--- src/rtl/datamem_arbiter_if.sv ---
// Requester-side bundle for the data memory arbiter: request handshake plus
// the one-cycle response pulse. One instance per requester.
interface datamem_arbiter_if;
  logic        valid;
  logic        ready;
  logic        we;
  logic [31:0] addr;
  logic [31:0] wdata;
  logic [3:0]  wstrb;
  logic        resp_valid;
  logic [31:0] resp_rdata;
  logic        resp_err;

  modport master (
    output valid, we, addr, wdata, wstrb,
    input  ready, resp_valid, resp_rdata, resp_err
  );

  modport slave (
    input  valid, we, addr, wdata, wstrb,
    output ready, resp_valid, resp_rdata, resp_err
  );
endinterface

--- src/rtl/datamem_arbiter.sv ---
// Round-robin arbiter sharing one word-wide data memory between the core LSU
// (req0) and DMA/debug (req1); sub-word stores become read-modify-write.
module datamem_arbiter #(
  parameter int unsigned MEM_SIZE = 4096
) (
  input  logic                clk,
  input  logic                rst_n,
  datamem_arbiter_if.slave    req0,
  datamem_arbiter_if.slave    req1,
  output logic [31:0]         mem_ra_o,
  output logic [31:0]         mem_wa_o,
  output logic [31:0]         mem_wd_o,
  output logic                mem_we_o,
  input  logic [31:0]         mem_rd_i
);

  localparam logic [31:0] LAST_WORD = 32'(MEM_SIZE - 4);

  typedef enum logic [1:0] {
    S_IDLE,
    S_EXEC,
    S_MERGE
  } state_e;

  state_e      state_q;
  logic        last_q;
  logic        port_q;
  logic        we_q;
  logic [31:0] addr_q;
  logic [31:0] wdata_q;
  logic [31:0] wd_q;
  logic [3:0]  wstrb_q;
  logic        mem_we_q;
  logic        resp0_valid_q, resp1_valid_q;
  logic        resp0_err_q,   resp1_err_q;
  logic [31:0] resp0_rdata_q, resp1_rdata_q;

  logic        gnt_port;
  logic        ready0, ready1, accept;
  logic        sel_we;
  logic [31:0] sel_addr, sel_wdata;
  logic [3:0]  sel_wstrb;
  logic        sel_oor, oor_q, partial_q;
  logic        go_merge, resp_fire, resp_err;
  logic [31:0] resp_rdata, merged;

  // NOTE: every signal assigned in always_comb gets a value at the top of the
  // block first; a path that skips an assignment would otherwise infer a latch.
  always_comb begin
    gnt_port  = (req0.valid && req1.valid) ? ~last_q : req1.valid;
    ready0    = rst_n && (state_q == S_IDLE) && req0.valid && !gnt_port;
    ready1    = rst_n && (state_q == S_IDLE) && req1.valid &&  gnt_port;
    accept    = ready0 || ready1;

    sel_we    = gnt_port ? req1.we    : req0.we;
    sel_addr  = (gnt_port ? req1.addr : req0.addr) & 32'hFFFF_FFFC;
    sel_wdata = gnt_port ? req1.wdata : req0.wdata;
    sel_wstrb = gnt_port ? req1.wstrb : req0.wstrb;
    sel_oor   = sel_addr > LAST_WORD;

    oor_q     = addr_q > LAST_WORD;
    partial_q = (wstrb_q != 4'h0) && (wstrb_q != 4'hF);

    // Old lanes come from the EXEC-cycle read, new lanes from the request.
    merged = mem_rd_i;
    for (int i = 0; i < 4; i++) begin
      if (wstrb_q[i]) merged[8*i +: 8] = wdata_q[8*i +: 8];
    end

    go_merge   = (state_q == S_EXEC) && !oor_q && we_q && partial_q;
    resp_fire  = ((state_q == S_EXEC) && !go_merge) || (state_q == S_MERGE);
    resp_err   = (state_q == S_EXEC) && oor_q;
    resp_rdata = ((state_q == S_EXEC) && !oor_q && !we_q) ? mem_rd_i : 32'h0;
  end

  // NOTE: state registers use non-blocking assignments so every flop samples
  // the pre-edge values regardless of statement order.
  always_ff @(posedge clk or negedge rst_n) begin
    if (!rst_n) begin
      state_q       <= S_IDLE;
      last_q        <= 1'b1;
      port_q        <= 1'b0;
      we_q          <= 1'b0;
      addr_q        <= '0;
      wdata_q       <= '0;
      wd_q          <= '0;
      wstrb_q       <= '0;
      mem_we_q      <= 1'b0;
      resp0_valid_q <= 1'b0;
      resp1_valid_q <= 1'b0;
      resp0_err_q   <= 1'b0;
      resp1_err_q   <= 1'b0;
      resp0_rdata_q <= '0;
      resp1_rdata_q <= '0;
    end else begin
      resp0_valid_q <= 1'b0;
      resp1_valid_q <= 1'b0;
      mem_we_q      <= 1'b0;

      unique case (state_q)
        S_IDLE: begin
          if (accept) begin
            port_q   <= gnt_port;
            last_q   <= gnt_port;
            we_q     <= sel_we;
            addr_q   <= sel_addr;
            wdata_q  <= sel_wdata;
            wd_q     <= sel_wdata;
            wstrb_q  <= sel_wstrb;
            // Full-word stores commit in EXEC, so the enable is raised here.
            mem_we_q <= sel_we && (sel_wstrb == 4'hF) && !sel_oor;
            state_q  <= S_EXEC;
          end
        end
        S_EXEC: begin
          if (go_merge) begin
            wd_q     <= merged;
            mem_we_q <= 1'b1;
            state_q  <= S_MERGE;
          end else begin
            state_q  <= S_IDLE;
          end
        end
        S_MERGE: state_q <= S_IDLE;
        default: state_q <= S_IDLE;
      endcase

      if (resp_fire) begin
        if (port_q) begin
          resp1_valid_q <= 1'b1;
          resp1_err_q   <= resp_err;
          resp1_rdata_q <= resp_rdata;
        end else begin
          resp0_valid_q <= 1'b1;
          resp0_err_q   <= resp_err;
          resp0_rdata_q <= resp_rdata;
        end
      end
    end
  end

  assign req0.ready      = ready0;
  assign req1.ready      = ready1;
  assign req0.resp_valid = resp0_valid_q;
  assign req0.resp_rdata = resp0_rdata_q;
  assign req0.resp_err   = resp0_err_q;
  assign req1.resp_valid = resp1_valid_q;
  assign req1.resp_rdata = resp1_rdata_q;
  assign req1.resp_err   = resp1_err_q;

  assign mem_ra_o = addr_q;
  assign mem_wa_o = addr_q;
  assign mem_wd_o = wd_q;
  assign mem_we_o = mem_we_q;

endmodule

--- src/flat_wrapper.sv ---
// flat-port wrapper written by rule: the top's interface ports become plain ports
module datamem_arbiter_flat 
#(
  parameter int unsigned MEM_SIZE = 4096
)
  (clk, rst_n, mem_ra_o, mem_wa_o, mem_wd_o, mem_we_o, mem_rd_i, req0_valid, req0_we, req0_addr, req0_wdata, req0_wstrb, req0_ready, req0_resp_valid, req0_resp_rdata, req0_resp_err, req1_valid, req1_we, req1_addr, req1_wdata, req1_wstrb, req1_ready, req1_resp_valid, req1_resp_rdata, req1_resp_err);
  datamem_arbiter_if req0_i ();
  datamem_arbiter_if req1_i ();
  input  logic clk;
  input  logic rst_n;
  output logic [31:0] mem_ra_o;
  output logic [31:0] mem_wa_o;
  output logic [31:0] mem_wd_o;
  output logic mem_we_o;
  input  logic [31:0] mem_rd_i;
  input wire logic [$bits(req0_i.valid)-1:0] req0_valid;
  input wire logic [$bits(req0_i.we)-1:0] req0_we;
  input wire logic [$bits(req0_i.addr)-1:0] req0_addr;
  input wire logic [$bits(req0_i.wdata)-1:0] req0_wdata;
  input wire logic [$bits(req0_i.wstrb)-1:0] req0_wstrb;
  output wire logic [$bits(req0_i.ready)-1:0] req0_ready;
  output wire logic [$bits(req0_i.resp_valid)-1:0] req0_resp_valid;
  output wire logic [$bits(req0_i.resp_rdata)-1:0] req0_resp_rdata;
  output wire logic [$bits(req0_i.resp_err)-1:0] req0_resp_err;
  input wire logic [$bits(req1_i.valid)-1:0] req1_valid;
  input wire logic [$bits(req1_i.we)-1:0] req1_we;
  input wire logic [$bits(req1_i.addr)-1:0] req1_addr;
  input wire logic [$bits(req1_i.wdata)-1:0] req1_wdata;
  input wire logic [$bits(req1_i.wstrb)-1:0] req1_wstrb;
  output wire logic [$bits(req1_i.ready)-1:0] req1_ready;
  output wire logic [$bits(req1_i.resp_valid)-1:0] req1_resp_valid;
  output wire logic [$bits(req1_i.resp_rdata)-1:0] req1_resp_rdata;
  output wire logic [$bits(req1_i.resp_err)-1:0] req1_resp_err;
  assign req0_i.valid = req0_valid;
  assign req0_i.we = req0_we;
  assign req0_i.addr = req0_addr;
  assign req0_i.wdata = req0_wdata;
  assign req0_i.wstrb = req0_wstrb;
  assign req0_ready = req0_i.ready;
  assign req0_resp_valid = req0_i.resp_valid;
  assign req0_resp_rdata = req0_i.resp_rdata;
  assign req0_resp_err = req0_i.resp_err;
  assign req1_i.valid = req1_valid;
  assign req1_i.we = req1_we;
  assign req1_i.addr = req1_addr;
  assign req1_i.wdata = req1_wdata;
  assign req1_i.wstrb = req1_wstrb;
  assign req1_ready = req1_i.ready;
  assign req1_resp_valid = req1_i.resp_valid;
  assign req1_resp_rdata = req1_i.resp_rdata;
  assign req1_resp_err = req1_i.resp_err;
  datamem_arbiter #(.MEM_SIZE(MEM_SIZE)) u_core (.clk(clk), .rst_n(rst_n), .req0(req0_i), .req1(req1_i), .mem_ra_o(mem_ra_o), .mem_wa_o(mem_wa_o), .mem_wd_o(mem_wd_o), .mem_we_o(mem_we_o), .mem_rd_i(mem_rd_i));
endmodule
--- config.mk ---
export PLATFORM = sky130hd
export DESIGN_NAME = datamem_arbiter_flat
export DESIGN_NICKNAME = d
export VERILOG_FILES = /design/src/rtl/datamem_arbiter_if.sv /design/src/rtl/datamem_arbiter.sv /design/src/flat_wrapper.sv
export SDC_FILE = /design/constraint.sdc
export NUM_CORES = 1
export LEC_CHECK = 0
export ABC_AREA = 1
export CAP_MARGIN = 10
export CORE_MARGIN = 10
export CORE_UTILIZATION = 38
export CTS_BUF_LIST = sky130_fd_sc_hd__clkbuf_4
export DETAILED_ROUTE_END_ITERATION = 6
export PLACE_DENSITY_LB_ADDON = 0.3
export SLEW_MARGIN = 10
export SYNTH_ARGS = -nofsm -noshare
export SYNTH_HDL_FRONTEND = slang
export SYNTH_SLANG_ARGS = --single-unit
--- constraint.sdc ---
create_clock -name clk -period 5.5 [get_ports clk]
set_clock_uncertainty 0.15 [all_clocks]
set_input_delay 1.1 -clock clk [delete_from_list [all_inputs] [get_ports clk]]
set_output_delay 1.1 -clock clk [all_outputs]
set_load 0.01 [all_outputs]
* Word-level counts from Yosys, hierarchy flattened
Cells that the tools add are included.
** Word-level totals
- Flip-flop bits (word level) :: 172
** Operators by class
- Equality and inequality tests :: 6
- Reductions and logical operators :: 29
- $lt $le $gt $ge :: 2
- Mux-type cells :: 23
- Bitwise logic cells :: 2
** Operators with widths (count)
- 2-to-1 mux 32 bit :: 5
- > comparator 32 x 12 -> 1 bit (second input constant) :: 2
- one-hot mux 32 bit (2 select lines) :: 1
- 2-to-1 mux 8 bit :: 4
- logical AND 1 bit :: 15
- 2-to-1 mux 1 bit :: 8
- AND reduction 2 bit :: 3
- logical NOT 1 bit :: 5
- == test 4 bit (second input constant) :: 1
- 2-to-1 mux 2 bit :: 2
- 2-to-1 mux 4 bit :: 1
- != test 2 x 1 -> 1 bit (second input constant) :: 2
- != test 4 bit (second input constant) :: 1
- one-hot mux 2 bit (2 select lines) :: 1
- nonzero test 4 bit :: 1
- AND reduction 3 bit :: 1
- == test 2 x 1 -> 1 bit (second input constant) :: 1
- == test 2 bit (second input constant) :: 1
- logical NOT 2 bit :: 1
- logical OR 1 bit :: 2
- NOT 1 bit :: 2
- one-hot mux 1 bit (2 select lines) :: 1
- nonzero test 2 bit :: 1

* Depth between registers and ports, before layout
- Word-level depth :: 9
- Mapped depth :: 12

* Worst setup path after synthesis
Ideal clock, no wire load.
- Kind :: input port to output port
- Start :: input req0_valid
- End :: output req0_ready
- Cell stages on the path :: 6
- Path buffers :: 2
- Setup slack :: 2269 ps
- Required time :: 4250 ps
- Data arrival time :: 1981 ps
- Cell sequence :: nand2_1 nand2_1 clkinv_1 clkbuf_1 buf_1 nor2_1
** On the way
- Longest elaborated chain between the ends :: 4
- Elaborated cells between the ends (all ways) :: 5
- Those cells by class :: mux (1); reduce/logical (4)
** Ends and longest elaborated chain
- from (decl) :: RTL line flat_wrapper.sv:16 : input wire logic [$bits(req0_i.valid)-1:0] req0_valid;
- logical AND 1 bit :: RTL line datamem_arbiter.sv:50 : gnt_port = (req0.valid && req1.valid) ? ~last_q : req1.valid;
- 2-to-1 mux 1 bit :: RTL line datamem_arbiter.sv:50
- logical NOT 1 bit :: RTL line datamem_arbiter.sv:51 : ready0 = rst_n && (state_q == S_IDLE) && req0.valid && !gnt_port;
- logical AND 1 bit (*) :: RTL line datamem_arbiter.sv:51
- to (decl) :: RTL line flat_wrapper.sv:21 : output wire logic [$bits(req0_i.ready)-1:0] req0_ready;
Mark *: on every way between the ends. The rest lies on a longest branch, timed or not.

* Worst setup path in the final report
- Start :: input req0_valid
- End :: output req1_ready
** On the way
- Longest elaborated chain between the ends :: 3
** Ends and longest elaborated chain
- logical AND 1 bit :: RTL line datamem_arbiter.sv:50
- 2-to-1 mux 1 bit :: RTL line datamem_arbiter.sv:50
- logical AND 1 bit :: RTL line datamem_arbiter.sv:52 : ready1 = rst_n && (state_q == S_IDLE) && req1.valid && gnt_port;
- to (decl) :: RTL line flat_wrapper.sv:30 : output wire logic [$bits(req1_i.ready)-1:0] req1_ready;
No other way between the ends.

==> results.toml <==
[routing]
drt-total-wl_um = 30700
vias = 8245
drt_iter0_markers = 605
viasPerCell = 4.93
wire_per_inst_um = 18.4
drtAntennaViolNets = 0
drt-pass1-iter-count = 5
drcViolationCount = 0

[global_route]
gr-usage-all-layers_pct = 20.8
grt_pass1_wl_um = 47100
antenna_found_initial = 1
grt_max_degree = 82
grt_pass1_vias = 8372
grt_overflow = 0

[place]
place_congestion = 0.898
place.detailed.hpwl_um = 22500
placed_cell_area_um2 = 11800
port_buffers = 332

[cts]
clock-root-buffer = "clkbuf_4"
cts-resized-gates = 0
cts.path.max_buffers = 2
postCtsHoldBufs = 0
ctsHtreeMaxLevel = 4
cts_buffers = 17
clk_latency_ns = 0.57
cts_tree = "yes"
clk_pin_slew_ns = 0.15
cts_setup_buffers = 0
cts.sinks = 172

[yosys]
yosys_warnings = 0
ys_ff_latch = 172
synth_area_um2 = 8560
synth_cells = 1113
yosys.area.top_type = "dfrtp_1"
synth_cell_types = 28
yosys-top-cells-area = "dfrtp_1, nand2_1, o21ai_0"
synth_top_area_share_pct = 50.0
avgSynthCellArea_um2 = 7.69
yosysSeqAreaShare_pct = 50.3

[sta]
setup-violations-final = 0
max_freq_ghz = 0.266
final_hold_viol_count = 0
worstMarginPinSlew_ns = 1.01
maxSlewViolCount = 0
rsz0062_at_grt = "false"
fin_setup_tns_ns = 0
fin_crit_sh_pct = 68.4
fin_crit_ns = 3.76
timing.slew.headroom_pct = 32.3

[finish]
multi_input_area_um2 = 3460
final_util_pct = 55.1
final_area_um2 = 12100
post_route_cells_drive_above_1_share_pct = 6.55
area_delta_synth_final_pct = 41.8
nNetsFinal = 1551
ff_latch_area_um2 = 4310
n_fill_cell = 2039

[die]
initial_core_util_pct = 38.9
rows = 54
boundaryPins = 341
chipWidth_um = 170
core_area_um2 = 22000
dieArea_um2 = 28900
die_y_um = 170

[critical_path]
crit_type = "input port to primary output"
cp.required_ns = 4.25
cp-start-kind = "input port"
cp_max_fo = 3
crit_path_end_kind = "primary output"
cp.arrival_ns = 2.51

[power]
p_per_area_nw_per_um2 = 284
vdd_drop_max_mv = 0.135
power.total_w = 0.00344
leakage_nw = 5.77

[run]
cap_violations = 0

[outcome]
status = "finished clean"

[min_path]
worstHoldPathType = "register to register"
==> cells by family after synthesis <==
group | count (synthesis) | synth area share [%]
simple gates | 557 | 27.3
compound gates | 216 | 12.8
flops | 172 | 50.3
buf+inv | 167 | 9.57
other cells | 1 | 0.0438
==> synthesized netlist by cell type <==
cell type  count
nand2_1      347
o21ai_0      178
dfrtp_1      171
nand3_1      101
nor2_1        65
inv_1         58
clkbuf_1      46
buf_4         41
a21oi_1       33
or2_2         33
buf_2          7
buf_1          6
buf_6          4
clkinv_1       3
o21ai_1        3
and2_1         2
inv_2          2
nand2_2        2
nand4_1        2
conb_1         1
dfstp_2        1
nand2_4        1
nand3_2        1
nor3_1         1
nor3b_1        1
o21bai_1       1
o21bai_4       1
or2_1          1
==> critical path: stages <==
cell             delay [ns]
clkdlybuf4s50_1        0.47
nand2_1                0.10
nand2_2                0.07
nor2_1                 0.14
clkdlybuf4s50_1        0.63
==> report_power, final <==
group          total, W  leakage (nW)  switching (W)  internal, W
sequential      0.00155          2.22       0.000122      0.00143
combinational   0.00104          3.36       0.000547     0.000497
clock          0.000849         0.182       0.000473     0.000376
total           0.00344          5.77        0.00114      0.00230
==> metal layers <==
| metal | up-vias | wire length, um | track usage (%) |
|---|---|---|---|
| met1 | 3827 | 12600 | 25.2 |
| met5 | - | 0 | 0 |
| met4 | 0 | 367 | 4.58 |
| li1 | 4055 | - | - |
| met3 | 21 | 2840 | 7.36 |
| met2 | 342 | 15000 | 34.8 |
==> registers in the layout (all words and copies together) (netlist names) <==
register and flops:
u_core.last_q 1, u_core.mem_ra_o 30, u_core.mem_wd_o 32, u_core.mem_we_o 1
u_core.port_q 1, u_core.req0.resp_err 1, u_core.req0.resp_rdata 32, u_core.req0.resp_valid 1
u_core.req1.resp_err 1, u_core.req1.resp_rdata 32, u_core.req1.resp_valid 1, u_core.state_q 2
u_core.wdata_q 32, u_core.we_q 1, u_core.wstrb_q 4
==> path summary, 6_finish.rpt <==
check / start / end / slack (ns) / cells after the start
setup / recovery: req0_valid / req1_ready / 1.74 / 5
hold / removal: u_core.last_q / u_core.last_q / 0.33 / 2
setup reg to reg: u_core.wstrb_q[0] / u_core.req0.resp_rdata[24] / 2.07 / 9
hold reg to reg: u_core.last_q / u_core.last_q / 0.33 / 2
max in group asynchronous: rst_n / u_core.we_q / 3.33 / 3
min in group asynchronous: rst_n / u_core.req1.resp_rdata[26] / 0.52 / 2
==> stage by stage <==
step / hold WS, ns / cells / setup slack [ns]
3_3_place_gp: 0.303 / 1638 / 1.73
6_report: 0.333 / 1672 / 1.74
2_1_floorplan: 0.298 / 1116 / 2.27
5_1_grt: 0.360 / 1672 / 1.58
3_5_place_dp: 0.307 / 1638 / 1.73
4_1_cts: 0.335 / 1670 / 1.73
==> placed cells by master, fill, tap and decap left out, types with 4 or more instances in the layout <==
cell type	synthesis	final
nor2_1	65	65
nand2_2	2	4
buf_4	41	14
nand2_1	347	345
conb_1	1	4
clkdlybuf4s50_1	0	331
nand3_1	101	101
bufinv_16	0	4
or2_2	33	33
inv_1	58	58
dfrtp_1	171	171
o21ai_0	178	178
clkinv_4	0	5
clkbuf_4	0	18
a21oi_1	33	33
==> area by class of cell <==
| class | count | area share (%) |
|---|---|---|
| Clock buffer | 18 | 1.11 |
| Inverter | 63 | 1.95 |
| Clock inverter | 14 | 1.73 |
| Timing Repair Buffer | 346 | 28.3 |
| Antenna cell | 2 | 0.0412 |
| Sequential cell | 172 | 35.5 |
| Multi-Input combinational cell | 777 | 28.5 |
| Tap cell | 280 | 2.89 |
No activity file was read; power rests on OpenSTA's default activity.
